<file path="src/rtl/pipelined_adder_if.sv">
// Operand/result bundle for pipelined_adder; master drives operands, slave returns results.
// The ovf wire exists only when PIPE_ADDER_OVF_EN is defined.
interface pipelined_adder_if #(
  parameter int N = 32
);
  logic         ce;
  logic         valid_in;
  logic [N-1:0] a;
  logic [N-1:0] b;
  logic         Cin;
  logic         sub;
  logic         valid_out;
  logic [N-1:0] s;
  logic         Cout;
`ifdef PIPE_ADDER_OVF_EN
  logic         ovf;

  modport master (output ce, valid_in, a, b, Cin, sub, input valid_out, s, Cout, ovf);
  modport slave  (input ce, valid_in, a, b, Cin, sub, output valid_out, s, Cout, ovf);
`else
  modport master (output ce, valid_in, a, b, Cin, sub, input valid_out, s, Cout);
  modport slave  (input ce, valid_in, a, b, Cin, sub, output valid_out, s, Cout);
`endif
endinterface

</file>
<file path="src/rtl/pipelined_adder.sv">
// Pipelined ripple-carry adder/subtractor: one W-bit chunk per stage, carry registered between stages.
// Define PIPE_ADDER_OVF_EN to add the registered signed-overflow output io.ovf.
module pipelined_adder #(
  parameter int N      = 32,
  parameter int STAGES = 4
) (
  input  logic             clk,
  input  logic             rst,
  pipelined_adder_if.slave io
);
  localparam int W    = N / STAGES;
  localparam int LAST = STAGES - 1;

  // Each stage keeps full-width copies; bits a stage no longer needs have no fanout and are pruned.
  logic [N-1:0] r_a     [STAGES];
  logic [N-1:0] r_b     [STAGES];
  logic [N-1:0] r_sum   [STAGES];
  logic         r_carry [STAGES];
  logic         r_valid [STAGES];

  logic [N-1:0] w_a       [STAGES];
  logic [N-1:0] w_b       [STAGES];
  logic [N-1:0] w_sum     [STAGES];
  logic         w_cin     [STAGES];
  logic         w_vin     [STAGES];
  logic [W:0]   w_add     [STAGES];
  logic [N-1:0] w_sum_nxt [STAGES];

  always_comb begin
    // NOTE: every always_comb target is assigned before any conditional use, so no latch is inferred.
    w_a[0]   = io.a;
    w_b[0]   = io.sub ? ~io.b : io.b;
    w_cin[0] = io.sub ? 1'b1 : io.Cin;
    w_vin[0] = io.valid_in;
    w_sum[0] = '0;
    for (int k = 1; k < STAGES; k++) begin
      w_a[k]   = r_a[k-1];
      w_b[k]   = r_b[k-1];
      w_cin[k] = r_carry[k-1];
      w_vin[k] = r_valid[k-1];
      w_sum[k] = r_sum[k-1];
    end
    for (int k = 0; k < STAGES; k++) begin
      w_add[k] = {1'b0, w_a[k][k*W +: W]} + {1'b0, w_b[k][k*W +: W]} + {{W{1'b0}}, w_cin[k]};
      w_sum_nxt[k]            = w_sum[k];
      w_sum_nxt[k][k*W +: W]  = w_add[k][W-1:0];
    end
  end

`ifdef PIPE_ADDER_OVF_EN
  logic w_ovf;
  logic r_ovf;

  // Carry into the MSB is a ^ b ^ sum at that bit; overflow is that carry differing from Cout.
  assign w_ovf = w_a[LAST][N-1] ^ w_b[LAST][N-1] ^ w_add[LAST][W-1] ^ w_add[LAST][W];
`endif

  always_ff @(posedge clk or posedge rst) begin
    // NOTE: the pipeline arrays are reset too, because in-flight operations must be discarded.
    if (rst) begin
      for (int k = 0; k < STAGES; k++) begin
        r_a[k]     <= '0;
        r_b[k]     <= '0;
        r_sum[k]   <= '0;
        r_carry[k] <= 1'b0;
        r_valid[k] <= 1'b0;
      end
`ifdef PIPE_ADDER_OVF_EN
      r_ovf <= 1'b0;
`endif
    end else if (io.ce) begin
      // NOTE: non-blocking assignments so every stage samples its predecessor's pre-edge value.
      for (int k = 0; k < STAGES; k++) begin
        r_a[k]     <= w_a[k];
        r_b[k]     <= w_b[k];
        r_sum[k]   <= w_sum_nxt[k];
        r_carry[k] <= w_add[k][W];
        r_valid[k] <= w_vin[k];
      end
`ifdef PIPE_ADDER_OVF_EN
      r_ovf <= w_ovf;
`endif
    end
  end

  assign io.s         = r_sum[LAST];
  assign io.Cout      = r_carry[LAST];
  assign io.valid_out = r_valid[LAST];
`ifdef PIPE_ADDER_OVF_EN
  assign io.ovf       = r_ovf;
`endif

endmodule
</file>
<file path="src/flat_wrapper.sv">
// flat-port wrapper written by rule: the top's interface ports become plain ports
module pipelined_adder_flat 
#(
  parameter int N      = 32,
  parameter int STAGES = 4
)
  (clk, rst, io_ce, io_valid_in, io_a, io_b, io_Cin, io_sub, io_valid_out, io_s, io_Cout);
  pipelined_adder_if #(.N(N)) io_i ();
  input  logic clk;
  input  logic rst;
  input wire logic [$bits(io_i.ce)-1:0] io_ce;
  input wire logic [$bits(io_i.valid_in)-1:0] io_valid_in;
  input wire logic [$bits(io_i.a)-1:0] io_a;
  input wire logic [$bits(io_i.b)-1:0] io_b;
  input wire logic [$bits(io_i.Cin)-1:0] io_Cin;
  input wire logic [$bits(io_i.sub)-1:0] io_sub;
  output wire logic [$bits(io_i.valid_out)-1:0] io_valid_out;
  output wire logic [$bits(io_i.s)-1:0] io_s;
  output wire logic [$bits(io_i.Cout)-1:0] io_Cout;
  assign io_i.ce = io_ce;
  assign io_i.valid_in = io_valid_in;
  assign io_i.a = io_a;
  assign io_i.b = io_b;
  assign io_i.Cin = io_Cin;
  assign io_i.sub = io_sub;
  assign io_valid_out = io_i.valid_out;
  assign io_s = io_i.s;
  assign io_Cout = io_i.Cout;
  pipelined_adder #(.N(N), .STAGES(STAGES)) u_core (.clk(clk), .rst(rst), .io(io_i));
endmodule
</file>
<file path="config.mk">
export PLATFORM = sky130hd
export DESIGN_NAME = pipelined_adder_flat
export DESIGN_NICKNAME = d
export VERILOG_FILES = /design/src/rtl/pipelined_adder_if.sv /design/src/rtl/pipelined_adder.sv /design/src/flat_wrapper.sv
export SDC_FILE = /design/constraint.sdc
export NUM_CORES = 1
export LEC_CHECK = 0
export ABC_AREA = 1
export BUFFER_PORTS_ARGS = -buffer_cell sky130_fd_sc_hd__buf_2
export CAP_MARGIN = 20
export CORE_UTILIZATION = 59
export DETAILED_ROUTE_END_ITERATION = 10
export GPL_TIMING_DRIVEN = 0
export HOLD_SLACK_MARGIN = 0.08
export MAX_ROUTING_LAYER = met4
export PLACE_DENSITY = 0.91
export SYNTH_ARGS = -nofsm -noshare
export SYNTH_HDL_FRONTEND = slang
export SYNTH_SLANG_ARGS = --single-unit
export TNS_END_PERCENT = 10
</file>
<file path="constraint.sdc">
create_clock -name clk -period 6.15 [get_ports clk]
set_input_delay 0.3075 -clock clk [delete_from_list [all_inputs] [get_ports clk]]
set_output_delay 0.3075 -clock clk [all_outputs]
set_load 0.01 [all_outputs]
</file>
==> results.json <==
{
  "outcome": "complete, no violations",
  "met3_length_mm": 1.24,
  "dp_hpwl_mm": 13.9,
  "muxShareOfSynthArea_pct": 0,
  "final_core_util_pct": 70.9,
  "tritoncts": "yes",
  "cts_buffers": 17,
  "critPathTopFamily": "adder cells",
  "synth_top_family_by_area": "simple AND/OR/NAND/NOR gates",
  "grt.total_usage_pct": 28.6,
  "synthAdderAreaFrac_pct": 5.76,
  "reg2reg_setup_slack_ns": 4.12,
  "whs_ns": 0.0865,
  "area_growth_pct": 16.8,
  "syn_inst": 1022,
  "drive_gt1_share_pct": 17.9,
  "path_max_fanout": 3,
  "cts.path.max_buffers": 2,
  "multi_input_area_um2": 3380,
  "clock_skew_ns": 0.00705,
  "totalWireLength_mm": 20.5,
  "vias": 7182,
  "ys_types": 29,
  "synth.avg_cell_area_um2": 8.67,
  "maxCapViolCount": 0,
  "synthArstFlopShare_pct": 100,
  "initial_core_util_pct": 60.7,
  "vias_per_cell": 5.31,
  "power_density_nw_per_um2": 326,
  "io_buffers": 101,
  "ys.flop_type": "dfrtp_1",
  "grt_pass1_vias": 7094,
  "hold_class": "in2reg",
  "period_share_pct": 33.0,
  "crit_slowest_cell": "fa_1",
  "row_count": 44,
  "postRouteAntennaNets": 0,
  "worst-path-buf-inv": 0,
  "path_clk_slew_ns": 0.07,
  "grt_pass1_wl_mm": 33.8,
  "first_pass_iters": 7,
  "wl_met1_mm": 8.18,
  "rsz0062_at_grt": "no",
  "die_w_um": 125,
  "avgRoutedWirePerCell_um": 15.1,
  "antenna_found_initial": 0,
  "hold_violations": 0,
  "drc": 0,
  "cpMostUsedCell": "nand2_1",
  "arrival_ns": 2.35,
  "worstSkewPairLatency_ns": 0.44,
  "drt_iter0_drc": 593,
  "synth_compound_area_share_pct": 6.82,
  "ys_ff_latch": 184,
  "core_um2": 14600,
  "htree_levels": 4,
  "cts_root_buf": "clkbuf_16",
  "yosys.area_share.simple_pct": 22.4,
  "slew_headroom_pct": 59.3,
  "worstSetupStartpointType": "flip-flop",
  "synth_edf_count": 0,
  "end_kind": "flip-flop",
  "synth_xor_area_share_pct": 3.16,
  "ys_warn_count": 0,
  "finalNetCount": 1262,
  "setup_violations": 0,
  "required_ns": 6.47,
  "ir_worst_vdd_mv": 0.233,
  "place_congestion": 0.906,
  "worstSetupPathType": "reg2reg",
  "synthesis.area_um2": 8860,
  "syn-num-nets": 1128,
  "met2_length_mm": 10.1,
  "clkSinkCount": 184,
  "diodes": 0,
  "worstPathCellList": "fa_1, fa_1, nand2_1, nand2_1, nand3b_1, nor2_1, o21ai_0, nand2_1",
  "finalCriticalPeriod_ns": 2.03,
  "grt_max_degree": 94,
  "slew_viol_final": 0,
  "layout_common_cells": "nand2_1 (429), dfrtp_1 (184), buf_2 (118), o21ai_0 (89), inv_1 (71)",
  "timing.fmax_mhz": 492,
  "io_pins": 104,
  "leakage_nw": 5.57,
  "cts-resized-gates": 0,
  "die_area_um2": 15500,
  "final_common_cell": "nand2_1",
  "fill_cells": 1034,
  "die_y_um": 125,
  "max_stage_delay_ns": 0.48,
  "regArea_um2": 4600,
  "worst_slew_pin_slew_ns": 0.610,
  "seq_area_frac_synth_pct": 52.0,
  "dr.max_layer_used": "met4",
  "overflow": 0
}
cell type report:
cell class              instances  area share, %
plain buffers                  76           5.74
clock buffers                  23           4.72
clock inverters                 8          0.920
inverters                      73           2.75
multi-input cells             689           32.7
flip-flops and latches        184           44.5
well taps                     184           2.23
repair buffers                115           6.41
metal layers:
layer	GRT usage (%)	vias up
met4	15.8	0
met3	5.28	66
met2	46.9	290
met1	33.4	3399
met5	-	-
li1	-	3427
logic make-up (layout without fill, tap and decap cells):
group,after synthesis,count (layout)
adders and majority gates,36,36
AOI/OAI and AO/OA,118,118
and+or+nand+nor,503,503
DFF,184,184
buffers and inverters,149,295
xor gates and xnor gates,32,32
per-stage QoR:
stage,worst slack (ns),cell area (µm²),power [mW],TNS (ns),std cells
6_report,4.12,10300,3.37,0,1352
5_1_grt,3.88,10300,3.53,0,1352
4_1_cts,4.12,10300,3.37,0,1352
3_5_place_dp,3.90,9630,2.28,0,1308
3_3_place_gp,-0.794,9590,2.23,-144.60,1307
2_1_floorplan,0.842,8860,2.05,0,1022
Yosys cell counts (2+ instances only):
master | number | area (µm²)
dfrtp_1 | 184 | 4600
xnor2_1 | 25 | 219
buf_8 | 3 | 45.0
a21oi_1 | 18 | 90.1
o21ai_0 | 89 | 445
fa_1 | 8 | 160
nand3_1 | 34 | 170
buf_4 | 34 | 255
ha_1 | 28 | 350
clkbuf_1 | 4 | 15.0
buf_2 | 17 | 85.1
nor2_1 | 22 | 82.6
inv_1 | 72 | 270
clkbuf_2 | 2 | 10.0
o21ai_1 | 4 | 20.0
or2_1 | 6 | 37.5
a211oi_1 | 2 | 15.0
buf_6 | 15 | 169
nand3b_1 | 8 | 60.1
nand2_1 | 429 | 1610
xor2_1 | 7 | 61.3
o22ai_1 | 4 | 25.0
state kept, by name, summed over array words and instances, names as in the netlist:
name	count
u_core.r_a	48
u_core.r_b	48
u_core.r_carry	3
u_core.io.valid_out	1
u_core.r_valid	3
u_core.io.Cout	1
u_core.io.s	32
u_core.r_sum	48
power breakdown:
group	switching, mW	total [mW]	leakage, nW	internal, mW
Sequential	0.121	1.54	2.28	1.42
Combinational	0.426	0.754	3.00	0.328
Clock	0.443	1.08	0.285	0.636
what timing repair did:
action | in CTS | in global routing
hold buffers | 13 | 0
setup buffers | 0 | 0
endpoints found under the hold margin | 103 | 0
path summary, 6_finish.rpt:
check	start	endpoint	depth (start not counted)
worst min register to register	u_core.io.valid_out$_DFFE_PP0P_	u_core.io.valid_out$_DFFE_PP0P_	2
worst max register to register	u_core.r_carry[3]$_DFFE_PP0P_	u_core.r_carry[2]$_DFFE_PP0P_	8
worst min-delay path	io_a[19]	u_core.r_a[115]$_DFFE_PP0P_	3
min in group asynchronous	rst	u_core.r_valid[3]$_DFFE_PP0P_	3
max in group asynchronous	rst	u_core.r_b[106]$_DFFE_PP0P_	4
worst max-delay path	u_core.r_carry[3]$_DFFE_PP0P_	u_core.r_carry[2]$_DFFE_PP0P_	8
worst min-delay path: stages:
cell and delay [ns]:
buf_2 0.08, nand2_1 0.05, nand2_1 0.06
Note: power is estimated with default switching activity, not from simulation.
